`config.mk`:
```
export PLATFORM = sky130hd
export DESIGN_NAME = mod_exp_ctrl
export DESIGN_NICKNAME = d
export VERILOG_FILES = /design/src/rtl/mod_exp_pkg.sv /design/src/rtl/mod_exp_ctrl_exp_scanner.sv /design/src/rtl/mod_exp_ctrl.sv
export SDC_FILE = /design/constraint.sdc
export NUM_CORES = 1
export LEC_CHECK = 0
export CORE_AREA = 2 2 421 423
export CTS_BUF_LIST = sky130_fd_sc_hd__clkbuf_8
export CTS_CLUSTER_DIAMETER = 60
export DETAILED_ROUTE_END_ITERATION = 7
export DIE_AREA = 0 0 423 425
export SYNTH_ARGS = -nofsm -noshare
export SYNTH_HDL_FRONTEND = slang
export SYNTH_SLANG_ARGS = --single-unit
```
`constraint.sdc`:
```
create_clock -name clk -period 89.5 [get_ports clk]
set_clock_uncertainty 0.1 [all_clocks]
set_input_delay 17.9 -clock clk [delete_from_list [all_inputs] [get_ports clk]]
set_output_delay 17.9 -clock clk [all_outputs]
set_load 0.02 [all_outputs]
```
`src/rtl/mod_exp_pkg.sv`:
```
// Shared constants for the modular-exponentiation sequencer and the
// Montgomery product engine (mon_prod): op codes, FSM states, scan phases.
package mod_exp_pkg;

  localparam int CNT_W_DEFAULT = 11;

  // Op codes understood by mon_prod
  localparam logic [1:0] OPXX = 2'd0;  // square
  localparam logic [1:0] OPXM = 2'd1;  // multiply by M_bar
  localparam logic [1:0] OPX1 = 2'd2;  // multiply by 1 (leave Montgomery domain)

  typedef enum logic [2:0] {
    ST_FLUSH,
    ST_IDLE,
    ST_ISSUE,
    ST_WAIT,
    ST_NEXT,
    ST_DONE
  } state_t;

  typedef enum logic [1:0] {
    PH_SQR,
    PH_MUL,
    PH_FINAL
  } phase_t;

  function automatic logic [1:0] phase_op(input phase_t ph);
    case (ph)
      PH_SQR:   phase_op = OPXX;
      PH_MUL:   phase_op = OPXM;
      PH_FINAL: phase_op = OPX1;
      default:  phase_op = OPXX;
    endcase
  endfunction

endpackage

```
`src/rtl/mod_exp_ctrl_exp_scanner.sv`:
```
// exp_scanner: holds the latched exponent and walks a bit index from
// exp_len-1 down to 0. exp_len is clamped to EXP_BITS at load time.
// Pure datapath: no reset, every job starts with a load.
module exp_scanner
  import mod_exp_pkg::*;
#(
  parameter int EXP_BITS = 1024,
  parameter int CNT_W    = CNT_W_DEFAULT
) (
  input  logic                clk,
  input  logic                load,
  input  logic [EXP_BITS-1:0] exp_in,
  input  logic [CNT_W-1:0]    len,
  input  logic                dec,
  output logic                len_zero,
  output logic                bit_cur,
  output logic                idx_zero
);

  localparam int IDX_W = (EXP_BITS > 1) ? $clog2(EXP_BITS) : 1;

  logic [EXP_BITS-1:0] exp_q;
  logic [IDX_W-1:0]    idx_q;
  logic [CNT_W-1:0]    len_c;

  // Clamp the requested length and flag the empty-exponent case
  always_comb begin
    len_c    = (len > CNT_W'(EXP_BITS)) ? CNT_W'(EXP_BITS) : len;
    len_zero = (len == '0);
  end

  // Latch exponent on job accept, then count the index down on request
  always_ff @(posedge clk) begin
    if (load) begin
      exp_q <= exp_in;
      idx_q <= IDX_W'(len_c - 1'b1);
    end else if (dec) begin
      idx_q <= idx_q - 1'b1;
    end
  end

  // Current exponent bit and last-bit flag
  always_comb begin
    bit_cur  = exp_q[idx_q];
    idx_zero = (idx_q == '0);
  end

endmodule

```
`src/rtl/mod_exp_ctrl.sv`:
```
// mod_exp_ctrl: left-to-right square-and-multiply sequencer driving mon_prod.
// Each exponent bit costs one OPXX, plus one OPXM when the bit is set; the
// job ends with one OPX1 conversion, then a one-cycle done pulse.
// Optional feature: define MOD_EXP_CYCLE_CNT_EN to build the job cycle
// counter; otherwise cycle_cnt is tied to zero.
module mod_exp_ctrl
  import mod_exp_pkg::*;
#(
  parameter int EXP_BITS     = 1024,
  parameter int CNT_W        = CNT_W_DEFAULT,
  parameter int MP_COUNT     = 1024,
  parameter int FLUSH_CYCLES = 2200
) (
  input  logic                clk,
  input  logic                reset,
  input  logic                start,
  input  logic [EXP_BITS-1:0] exp,
  input  logic [CNT_W-1:0]    exp_len,
  output logic                busy,
  output logic                done,
  output logic [31:0]         cycle_cnt,
  output logic                mp_start,
  output logic [1:0]          mp_op_code,
  output logic [9:0]          mp_count,
  input  logic                mp_stop
);

  localparam int FLUSH_W = (FLUSH_CYCLES > 1) ? $clog2(FLUSH_CYCLES) : 1;
  localparam logic [FLUSH_W-1:0] FLUSH_LAST = FLUSH_W'(FLUSH_CYCLES - 1);

  state_t             state_q, state_d;
  phase_t             phase_q, phase_d;
  logic [FLUSH_W-1:0] flush_q;
  logic               wait_arm_q;
  logic               accept;
  logic               scan_dec;
  logic               len_zero;
  logic               bit_cur;
  logic               idx_zero;

  assign accept = (state_q == ST_IDLE) && start;

  exp_scanner #(
    .EXP_BITS (EXP_BITS),
    .CNT_W    (CNT_W)
  ) u_scan (
    .clk      (clk),
    .load     (accept),
    .exp_in   (exp),
    .len      (exp_len),
    .dec      (scan_dec),
    .len_zero (len_zero),
    .bit_cur  (bit_cur),
    .idx_zero (idx_zero)
  );

  // State and phase registers
  always_ff @(posedge clk) begin
    if (reset) begin
      state_q <= ST_FLUSH;
      phase_q <= PH_SQR;
    end else begin
      state_q <= state_d;
      phase_q <= phase_d;
    end
  end

  // Next-state and phase decisions
  always_comb begin
    state_d  = state_q;
    phase_d  = phase_q;
    scan_dec = 1'b0;
    case (state_q)
      ST_FLUSH: begin
        if (mp_stop || (flush_q == FLUSH_LAST)) state_d = ST_IDLE;
      end
      ST_IDLE: begin
        if (start) begin
          state_d = ST_ISSUE;
          phase_d = len_zero ? PH_FINAL : PH_SQR;
        end
      end
      ST_ISSUE: state_d = ST_WAIT;
      ST_WAIT: begin
        // The first WAIT cycle still sees the previous op's stop level
        if (wait_arm_q && mp_stop) state_d = ST_NEXT;
      end
      ST_NEXT: begin
        state_d = ST_ISSUE;
        if ((phase_q == PH_SQR) && bit_cur) begin
          phase_d = PH_MUL;
        end else if (phase_q == PH_FINAL) begin
          state_d = ST_DONE;
        end else if (idx_zero) begin
          phase_d = PH_FINAL;
        end else begin
          scan_dec = 1'b1;
          phase_d  = PH_SQR;
        end
      end
      ST_DONE: state_d = ST_IDLE;
      default: state_d = ST_FLUSH;
    endcase
  end

  // Moore outputs
  always_comb begin
    busy       = (state_q != ST_IDLE);
    done       = (state_q == ST_DONE);
    mp_start   = (state_q == ST_ISSUE);
    mp_op_code = phase_op(phase_q);
    // A full 1024-iteration count wraps to 0 in the 10-bit field
    mp_count   = 10'(MP_COUNT);
  end

  // Post-reset drain timer; mon_prod has no reset of its own
  always_ff @(posedge clk) begin
    if (reset) begin
      flush_q <= '0;
    end else if ((state_q == ST_FLUSH) && (flush_q != FLUSH_LAST)) begin
      flush_q <= flush_q + 1'b1;
    end
  end

  // Arms the stop check from the second WAIT cycle onward
  always_ff @(posedge clk) begin
    if (reset) wait_arm_q <= 1'b0;
    else       wait_arm_q <= (state_q == ST_WAIT);
  end

`ifdef MOD_EXP_CYCLE_CNT_EN
  logic [31:0] cyc_q;
  logic        in_job;

  function automatic logic [31:0] sat_inc(input logic [31:0] v);
    sat_inc = (v == 32'hFFFF_FFFF) ? v : v + 32'd1;
  endfunction

  assign in_job = (state_q == ST_ISSUE) || (state_q == ST_WAIT) ||
                  (state_q == ST_NEXT)  || (state_q == ST_DONE);

  // Job cycle counter: ISSUE through DONE inclusive, held while idle
  always_ff @(posedge clk) begin
    if (reset)       cyc_q <= '0;
    else if (accept) cyc_q <= '0;
    else if (in_job) cyc_q <= sat_inc(cyc_q);
  end

  assign cycle_cnt = cyc_q;
`else
  assign cycle_cnt = 32'd0;
`endif

endmodule

```
==> results of run 1 <==
==> power breakdown <==
group	total [mW]	internal (mW)	switching, mW
Combinational	0.122	0.0639	0.0578
Sequential	0.579	0.570	0.00845
Clock	0.420	0.210	0.209
==> routing by layer <==
| metal | global-route usage | routed length [µm] | part of all wire |
|---|---|---|---|
| met5 | 0 | 66 | 0.00041 |
| met2 | 0.312 | 85600 | 0.53 |
| met4 | 0.0531 | 3480 | 0.022 |
| met1 | 0.203 | 61300 | 0.38 |
| met3 | 0.0435 | 10800 | 0.067 |
==> state kept, by name (all words and copies together) (netlist names) <==
signal,count
flush_q,12
phase_q,2
u_scan.exp_q,1024
state_q,3
wait_arm_q,1
u_scan.idx_q,10
==> through the flow <==
step | total power, mW | hold slack, ns | setup slack [ns]
finish | 1.12 | 0.391 | 64.12
CTS | 1.14 | 0.392 | 64.32
floorplan | 0.658 | 0.354 | 49.15
global placement | 0.712 | 0.364 | 63.52
global route | 1.16 | 0.406 | 63.49
detailed placement | 0.714 | 0.383 | 63.27
==> final cells by class <==
cell class | count | area (µm²)
Sequential cell | 1052 | 31400
Clock inverter | 162 | 911
Fill cell | 16900 | 118000
Timing Repair Buffer | 1088 | 10900
Clock buffer | 185 | 2550
Multi-Input combinational cell | 802 | 9040
Antenna cell | 20 | 50.0
Inverter | 4 | 22.5
Tap cell | 2340 | 2930
==> placed cells by master, fill, tap and decap left out, types with 11 or more instances in the layout <==
master	Yosys	routed
dfxtp_1	18	18
conb_1	1	42
buf_4	63	39
and3_1	14	14
o21ai_0	25	25
a221oi_1	12	12
nor2_1	26	23
edfxtp_1	1034	1034
nand3_1	22	22
nand4_1	11	11
mux2_2	15	15
diode_2	0	20
clkinv_1	0	59
mux4_2	212	212
clkinv_2	0	27
clkdlybuf4s50_1	0	1043
nand2_1	46	46
a21oi_1	38	38
o211ai_1	13	13
nor2b_1	18	12
inv_1	4	54
a22oi_1	52	52
mux2i_1	145	145
clkbuf_8	0	185
==> path summary, 6_finish.rpt <==
kind                from           endpoint  depth (start not counted)
max                start  u_scan.exp_q[195]                          9
max reg2reg   state_q[2]  u_scan.exp_q[195]                          9
min reg2reg  flush_q[11]        flush_q[11]                          2
min          flush_q[11]        flush_q[11]                          2
==> logic make-up (layout without fill, tap and decap cells) <==
| family | count (synthesis) | in the layout |
|---|---|---|
| flip-flops | 1052 | 1052 |
| multiplexers | 372 | 372 |
| AO/OA/AOI/OAI | 186 | 186 |
| AND/OR/NAND/NOR | 185 | 185 |
| buffers and inverters | 154 | 1439 |
| XOR/XNOR | 15 | 15 |
| adder cells (fa/ha/maj) | 2 | 2 |
| other | 1 | 62 |
==> tightest hold or removal path, stage by stage (launching register included) <==
cell,delay (ns)
dfxtp_1,0.32
o21ai_0,0.07
a21oi_1,0.06
==> impl_metrics.py, run 1 <==
metrics = {
    "cts": {
        "cts_root_buf": "clkbuf_8",
        "numClockSinks": 1052,
        "postCtsSetupBuffers": 0,
        "cts.repair.resized": 0,
        "cts.path.max_buffers": 3,
        "tritoncts": "done",
        "cts-htree-levels": 4,
        "clkTransAtPathRegs_ns": 0.06,
        "worstSkewPairLatency_ns": 0.92,
        "holdBufCountCts": 0,
        "cts_made_buffers": 184,
    },
    "synth": {
        "synth_xor_area_frac": 0.00319,
        "synthMuxAreaShare": 0.155,
        "syn_area_mm2": 0.0411,
        "synth_compound_area_frac": 0.0312,
        "synth.top_cells.by_count": "edfxtp_1 (1034), mux4_2 (212), mux2i_1 (145)",
        "yosysMostFrequentCell": "edfxtp_1",
        "synth_top_family_by_area": "multiplexers",
        "dominantRegCellSynth": "edfxtp_1",
        "yosysTopAreaCell": "edfxtp_1",
        "synth_top_cell_area_share": 0.755,
        "synthCells": 1967,
        "synth_fa_ha_area_frac": 0.000608,
        "ys_ff_latch": 1052,
        "synth.avg_cell_area_um2": 20.9,
        "yosysSeqAreaShare": 0.764,
        "synth_area_leaders": "edfxtp_1 (75%), mux4_2 (12%), mux2i_1 (3.5%), buf_4 (1.1%), a22oi_1 (0.95%)",
        "ys_warn_count": 0,
        "yosysUniqueCellTypes": 59,
        "postSynth.asyncResetShare": 0,
        "synth_edf_count": 1034,
        "yosys.area_share.simple": 0.0238,
    },
    "finish": {
        "instances_no_fill": 5653,
        "finish.utilization": 0.329,
        "area_growth_pct": 40.4,
        "fin_area_mm2": 0.0578,
        "nets": 4173,
        "drive_gt1_frac": 0.160,
    },
    "timing": {
        "fmax_ghz": 0.0394,
        "setup_viol": 0,
        "slew_violations": 0,
        "fin_crit_sh": 0.284,
        "rsz0062_at_grt": "false",
        "worst_slew_margin_rel": 0.151,
        "fin_crit_ns": 25.38,
        "setup_tns_ns": 0,
        "tightest_slew_ns": 1.27,
        "hold_viol": 0,
    },
    "die": {
        "chipWidth_um": 423,
        "core_mm2": 0.175,
        "row_count": 154,
        "die-height_um": 425,
        "start_util": 0.235,
        "io_pins": 1086,
        "die_area_mm2": 0.180,
    },
    "run": {
        "cap_violations": 0,
    },
    "run_status": {
        "status": "finished, final reports clean",
    },
    "setup_path": {
        "timing.critical_path.buf_inv": 8,
        "start_kind": "input port",
        "critPathMaxFanout": 172,
        "cp.required_ns": 89.94,
        "end_kind": "register",
        "slowest_delay_ns": 1.13,
        "cp.arrival_ns": 25.81,
        "r2r_slack_ns": 80.96,
        "cp_common_cell": "buf_4",
        "path_delay_family": "buffers and inverters",
        "worstSetupPathType": "in2reg",
        "cp_cell_sequence": "clkdlybuf4s50_1 > nand3_1 > inv_8 > buf_4 > buf_4 > buf_4 > buf_4 > buf_4 > buf_4",
        "crit_slowest_cell": "inv_8",
    },
    "power": {
        "vdd_drop_max_mv": 0.0131,
        "p_leak_nw": 19.1,
        "p_per_area_mw_per_mm2": 19.4,
    },
    "detailed_routing": {
        "drc": 0,
        "wl_per_cell_um": 28.5,
        "ant_nets": 0,
        "vias": 24600,
        "firstDrtPassIters": 5,
        "vias_per_cell": 4.34,
        "wirelength_um": 161000,
        "initialDrtViolationCount": 2114,
    },
    "global_routing": {
        "grt_start_max_net_pins": 173,
        "grt_usage": 0.174,
        "grt_first_pass_wirelength_um": 212000,
        "antenna_found_initial": 41,
        "first_global_vias": 25500,
        "overflow": 0,
    },
    "place": {
        "dpl-instance-area_mm2": 0.0543,
        "place_congestion": 0.905,
        "dpl.cell_count": 5286,
        "dp_hpwl_um": 123000,
        "io_buffer_count": 1043,
    },
    "min_path": {
        "hp-class": "reg2reg",
    },
}
No activity file was read; power rests on OpenSTA's default activity.
==> inputs of run 2 (changes only) <==
Settings changed: CORE_AREA 2 2 421 423 to 2 2 417 419, DIE_AREA 0 0 423 425 to 0 0 419 421.
Clock period 89.5 ns to 20.6 ns, I/O delays scaled along.
==> impl_metrics.py, run 2 (synthesis gave the netlist of run 1 again) <==
metrics = {
    "finish": {
        "fillers": 16500,
        "layout.area.seq_mm2": 0.0314,
        "instances_no_fill": 5637,
        "area_growth_pct": 40.3,
        "drive_gt1_frac": 0.160,
        "largest_register_ffs": 1024,
        "final_cell_mix": "clkdlybuf4s50_1 (1043), edfxtp_1 (1034), mux4_2 (212), clkbuf_8 (184), mux2i_1 (145)",
        "multi_input_area_mm2": 0.00906,
        "top_regs": "u_scan.exp_q (1024), flush_q (12), u_scan.idx_q (10)",
        "nets": 4179,
        "final_common_cell": "clkdlybuf4s50_1",
        "largest-register": "u_scan.exp_q",
    },
    "die": {
        "chipWidth_um": 419,
        "io_pins": 1086,
        "die_area_mm2": 0.176,
        "row_count": 153,
        "core_mm2": 0.172,
        "die-height_um": 421,
        "start_util": 0.239,
    },
    "setup_path": {
        "r2r_slack_ns": 13.30,
        "timing.rr.end": "u_scan.idx_q[1]",
        "crit_slowest_cell": "buf_4",
        "worstSetupPathType": "in2reg",
        "critPathMaxFanout": 187,
        "cp_cell_sequence": "clkdlybuf4s50_1 > nand3_1 > clkinvlp_4 > buf_12 > buf_4 > buf_4 > buf_4 > buf_12",
        "reg2reg_depth": 12,
        "end_kind": "register",
        "cp_common_cell": "buf_4",
        "slowest_delay_ns": 0.84,
        "start_kind": "input port",
        "cp.required_ns": 21.01,
        "cp.arrival_ns": 9.84,
        "rr_startpoint": "u_scan.idx_q[0]",
        "critPathLaunch": "start",
    },
    "place": {
        "io_buffer_count": 1043,
        "place_ws_ns": 10.27,
        "place_congestion": 0.877,
        "dp_hpwl_um": 125000,
        "dpl.cell_count": 5279,
    },
    "min_path": {
        "hp-class": "reg2reg",
        "whs_path_depth": 2,
        "hold_end": "flush_q[11]",
        "holdCritStartpoint": "flush_q[11]",
    },
    "detailed_routing": {
        "vias": 24900,
        "initialDrtViolationCount": 2260,
        "vias_per_cell": 4.41,
        "firstDrtPassIters": 5,
        "wirelength_um": 166000,
        "drc": 0,
        "wl_per_cell_um": 29.4,
        "ant_nets": 0,
    },
    "cts": {
        "numClockSinks": 1052,
        "postCtsSetupBuffers": 0,
        "worstSkewPairLatency_ns": 0.93,
        "cts-htree-levels": 4,
        "clkTransAtPathRegs_ns": 0.06,
        "holdBufCountCts": 0,
        "cts_root_buf": "clkbuf_8",
        "tritoncts": "done",
        "cts.path.max_buffers": 3,
        "cts_made_buffers": 182,
        "cts.repair.resized": 0,
    },
    "timing": {
        "setup_viol": 0,
        "hold_slack_ns": 0.383,
        "worst_slack_ns": 11.17,
        "fin_crit_sh": 0.458,
        "worst_slew_margin_rel": 0.240,
        "slew_violations": 0,
        "setup_tns_ns": 0,
        "tightest_slew_ns": 1.13,
        "fmax_ghz": 0.106,
        "hold_viol": 0,
        "rsz0062_at_grt": "false",
        "fin_crit_ns": 9.43,
    },
    "power": {
        "vdd_drop_max_mv": 0.0561,
        "p_per_area_mw_per_mm2": 84.0,
        "p_leak_nw": 19.1,
    },
    "run_status": {
        "status": "finished, final reports clean",
    },
    "global_routing": {
        "overflow": 0,
        "grt_start_max_net_pins": 188,
        "grt_first_pass_wirelength_um": 216000,
        "first_global_vias": 25700,
        "grt_usage": 0.183,
        "antenna_found_initial": 59,
    },
    "run": {
        "cap_violations": 0,
    },
}
## run 2: changes by cell type in the layout (fill, tap and decap cells not counted), moves of 2 or more
cell and change:
inv_1 +7, clkinv_1 -13, inv_6 -6, diode_2 +6, clkinv_2 -8, clkinvlp_4 +4
buf_4 +9, buf_12 -2
## run 2: per-stage QoR
stage	total power, mW	area, µm²	utilization
after floorplan	2.82	41300	-
after global placement	3.10	54300	0.315
after detailed placement	3.10	54300	0.315
after CTS	4.92	57700	0.334
after global routing	5.03	57700	0.335
final	4.85	57700	0.335
## run 2: how the worst max path moves through the flow
stage,end,slack [ns],depth (start not counted)
3_3_place_gp,u_scan.exp_q[204],10.48,8
3_5_place_dp,u_scan.exp_q[909],10.27,8
4_1_cts,u_scan.exp_q[406],11.31,8
2_1_floorplan,u_scan.exp_q[0],0.15,3
6_report,u_scan.exp_q[1022],11.17,8
5_1_grt,u_scan.exp_q[778],10.78,8
## run 2: final cells by class
| class | count | share of cell area |
|---|---|---|
| clock inverters | 148 | 0.0147 |
| repair buffers | 1096 | 0.189 |
| clock buffers | 184 | 0.0439 |
| flip-flops and latches | 1052 | 0.544 |
| inverters | 4 | 0.000325 |
| multi-input cells | 802 | 0.157 |
| well taps | 2325 | 0.0504 |
| diodes | 26 | 0.00113 |
## run 2: power breakdown
group          leakage, nW  total [mW]  internal (mW)  switching [mW]
sequential            9.66        2.52           2.48          0.0374
combinational         7.53       0.533          0.279           0.255
clock                 1.93        1.80          0.904           0.899
total                 19.1        4.85           3.66            1.19
## run 2: worst max-delay path: cells and delay by family
family | cells | cell delay [ns]
AND/OR/NAND/NOR | 1 | 0.62
buffers and inverters | 7 | 4.63
## run 2: routing by layer
layer  up-vias  part of all wire  GRT usage  wire length (µm)
met4        18             0.022     0.0534              3630
met3       233             0.065     0.0445             10800
met1     12900              0.39      0.218             64100
met2      1143              0.53      0.325             87200
met5         -           0.00069          0               115
li1      10600                 -          -                 -
==> inputs of run 3 (changes only) <==
Clock period 20.6 ns to 8.5 ns, I/O delays scaled along.
==> impl_metrics.py, run 3 (synthesis gave the netlist of run 1 again) <==
metrics = {
    "run_status": {
        "status": "finished, final reports clean",
    },
    "finish": {
        "top_regs": "u_scan.exp_q (1024), flush_q (12), u_scan.idx_q (10)",
        "area_growth_pct": 40.2,
        "fillers": 16600,
        "drive_gt1_frac": 0.158,
        "largest-register": "u_scan.exp_q",
        "final_common_cell": "clkdlybuf4s50_1",
        "instances_no_fill": 5611,
        "nets": 4161,
        "final_cell_mix": "clkdlybuf4s50_1 (1043), edfxtp_1 (1034), mux4_2 (212), clkbuf_8 (186), mux2i_1 (145)",
        "largest_register_ffs": 1024,
    },
    "die": {
        "die-height_um": 421,
        "start_util": 0.239,
        "die_area_mm2": 0.176,
        "core_mm2": 0.172,
        "row_count": 153,
        "chipWidth_um": 419,
        "io_pins": 1086,
    },
    "detailed_routing": {
        "initialDrtViolationCount": 2206,
        "firstDrtPassIters": 5,
        "drc": 0,
        "wl_per_cell_um": 29.4,
        "vias_per_cell": 4.39,
        "ant_nets": 0,
        "wirelength_um": 165000,
        "vias": 24600,
    },
    "setup_path": {
        "critPathMaxFanout": 65,
        "end_kind": "register",
        "start_kind": "register",
        "cp.arrival_ns": 6.12,
        "cp.required_ns": 8.99,
        "worstSetupPathType": "reg2reg",
    },
    "global_routing": {
        "overflow": 0,
        "antenna_found_initial": 64,
        "first_global_vias": 25600,
        "grt_usage": 0.183,
        "grt_first_pass_wirelength_um": 216000,
        "grt_start_max_net_pins": 177,
    },
    "place": {
        "dp_hpwl_um": 125000,
        "io_buffer_count": 1043,
        "place_congestion": 0.875,
        "dpl.cell_count": 5260,
        "place_ws_ns": 2.42,
    },
    "power": {
        "p_leak_nw": 19.0,
        "p_per_area_mw_per_mm2": 204,
        "vdd_drop_max_mv": 0.148,
    },
    "timing": {
        "setup_viol": 0,
        "tightest_slew_ns": 1.16,
        "rsz0062_at_grt": "false",
        "fmax_ghz": 0.177,
        "fin_crit_ns": 5.63,
        "fin_crit_sh": 0.663,
        "worst_slew_margin_rel": 0.224,
        "hold_viol": 0,
        "slew_violations": 0,
        "worst_slack_ns": 2.87,
    },
    "cts": {
        "holdBufCountCts": 0,
        "worstSkewPairLatency_ns": 0.94,
        "clkTransAtPathRegs_ns": 0.06,
        "cts_made_buffers": 183,
        "cts_root_buf": "clkbuf_8",
        "numClockSinks": 1052,
        "cts.repair.resized": 0,
        "cts.path.max_buffers": 3,
        "postCtsSetupBuffers": 0,
        "tritoncts": "done",
        "cts-htree-levels": 4,
    },
    "run": {
        "cap_violations": 0,
    },
    "min_path": {
        "hp-class": "reg2reg",
    },
}
[run 3: cell count changes in the layout (fill, tap and decap cells not counted), moves of 2 or more]
cell	change
buf_12	+6
clkinv_8	+2
buf_4	-24
clkinv_2	+5
clkbuf_8	+2
inv_1	-13
[run 3: area by class of cell]
class	instances	area [µm²]	area share
flip-flops and latches	1052	31400	0.544
repair buffers	1077	10800	0.188
multi-input cells	802	9060	0.157
well taps	2325	2910	0.0504
clock buffers	186	2560	0.0444
clock inverters	140	853	0.0148
diodes	25	62.6	0.00108
inverters	4	18.8	0.000325
[run 3: final timing paths]
check	startpoint	end	slack (ns)	depth (start not counted)
hold reg to reg	flush_q[11]	flush_q[11]	0.39	2
hold / removal	flush_q[11]	flush_q[11]	0.39	2
setup / recovery	u_scan.idx_q[2]	u_scan.idx_q[5]	2.87	10
setup reg to reg	u_scan.idx_q[2]	u_scan.idx_q[5]	2.87	10
[run 3: worst max-delay path: stages (launching register included)]
cell and delay [ns]:
edfxtp_1 0.88, buf_12 0.45, and2_2 0.79, a22oi_1 0.14
and3_1 0.27, a21oi_1 0.16, o221ai_1 0.26, a221oi_1 0.81
a32oi_1 0.37, or4b_1 0.54, nand2_1 0.35
[run 3: layer usage]
| metal | track usage | vias up | routed length (µm) |
|---|---|---|---|
| met1 | 0.216 | 12700 | 63100 |
| met2 | 0.325 | 1151 | 86800 |
| li1 | - | 10500 | - |
| met5 | 0 | - | 186 |
| met3 | 0.0464 | 244 | 11600 |
| met4 | 0.0536 | 32 | 3590 |
[run 3: through the flow]
stage | setup TNS (ns) | cell area [µm²] | hold WS, ns | total power [mW] | utilization
2_1_floorplan | -9656.57 | 41300 | 0.354 | 6.84 | -
3_3_place_gp | 0 | 54200 | 0.367 | 7.51 | 0.314
3_5_place_dp | 0 | 54200 | 0.384 | 7.52 | 0.314
4_1_cts | 0 | 57600 | 0.396 | 12.0 | 0.334
5_1_grt | 0 | 57700 | 0.421 | 12.2 | 0.334
6_report | 0 | 57700 | 0.390 | 11.8 | 0.334
[run 3: where the power goes]
group | internal, mW | total (mW) | switching (mW)
clock network | 2.24 | 4.40 | 2.16
registers | 6.01 | 6.11 | 0.0996
logic | 0.672 | 1.28 | 0.607
total | 8.92 | 11.8 | 2.87
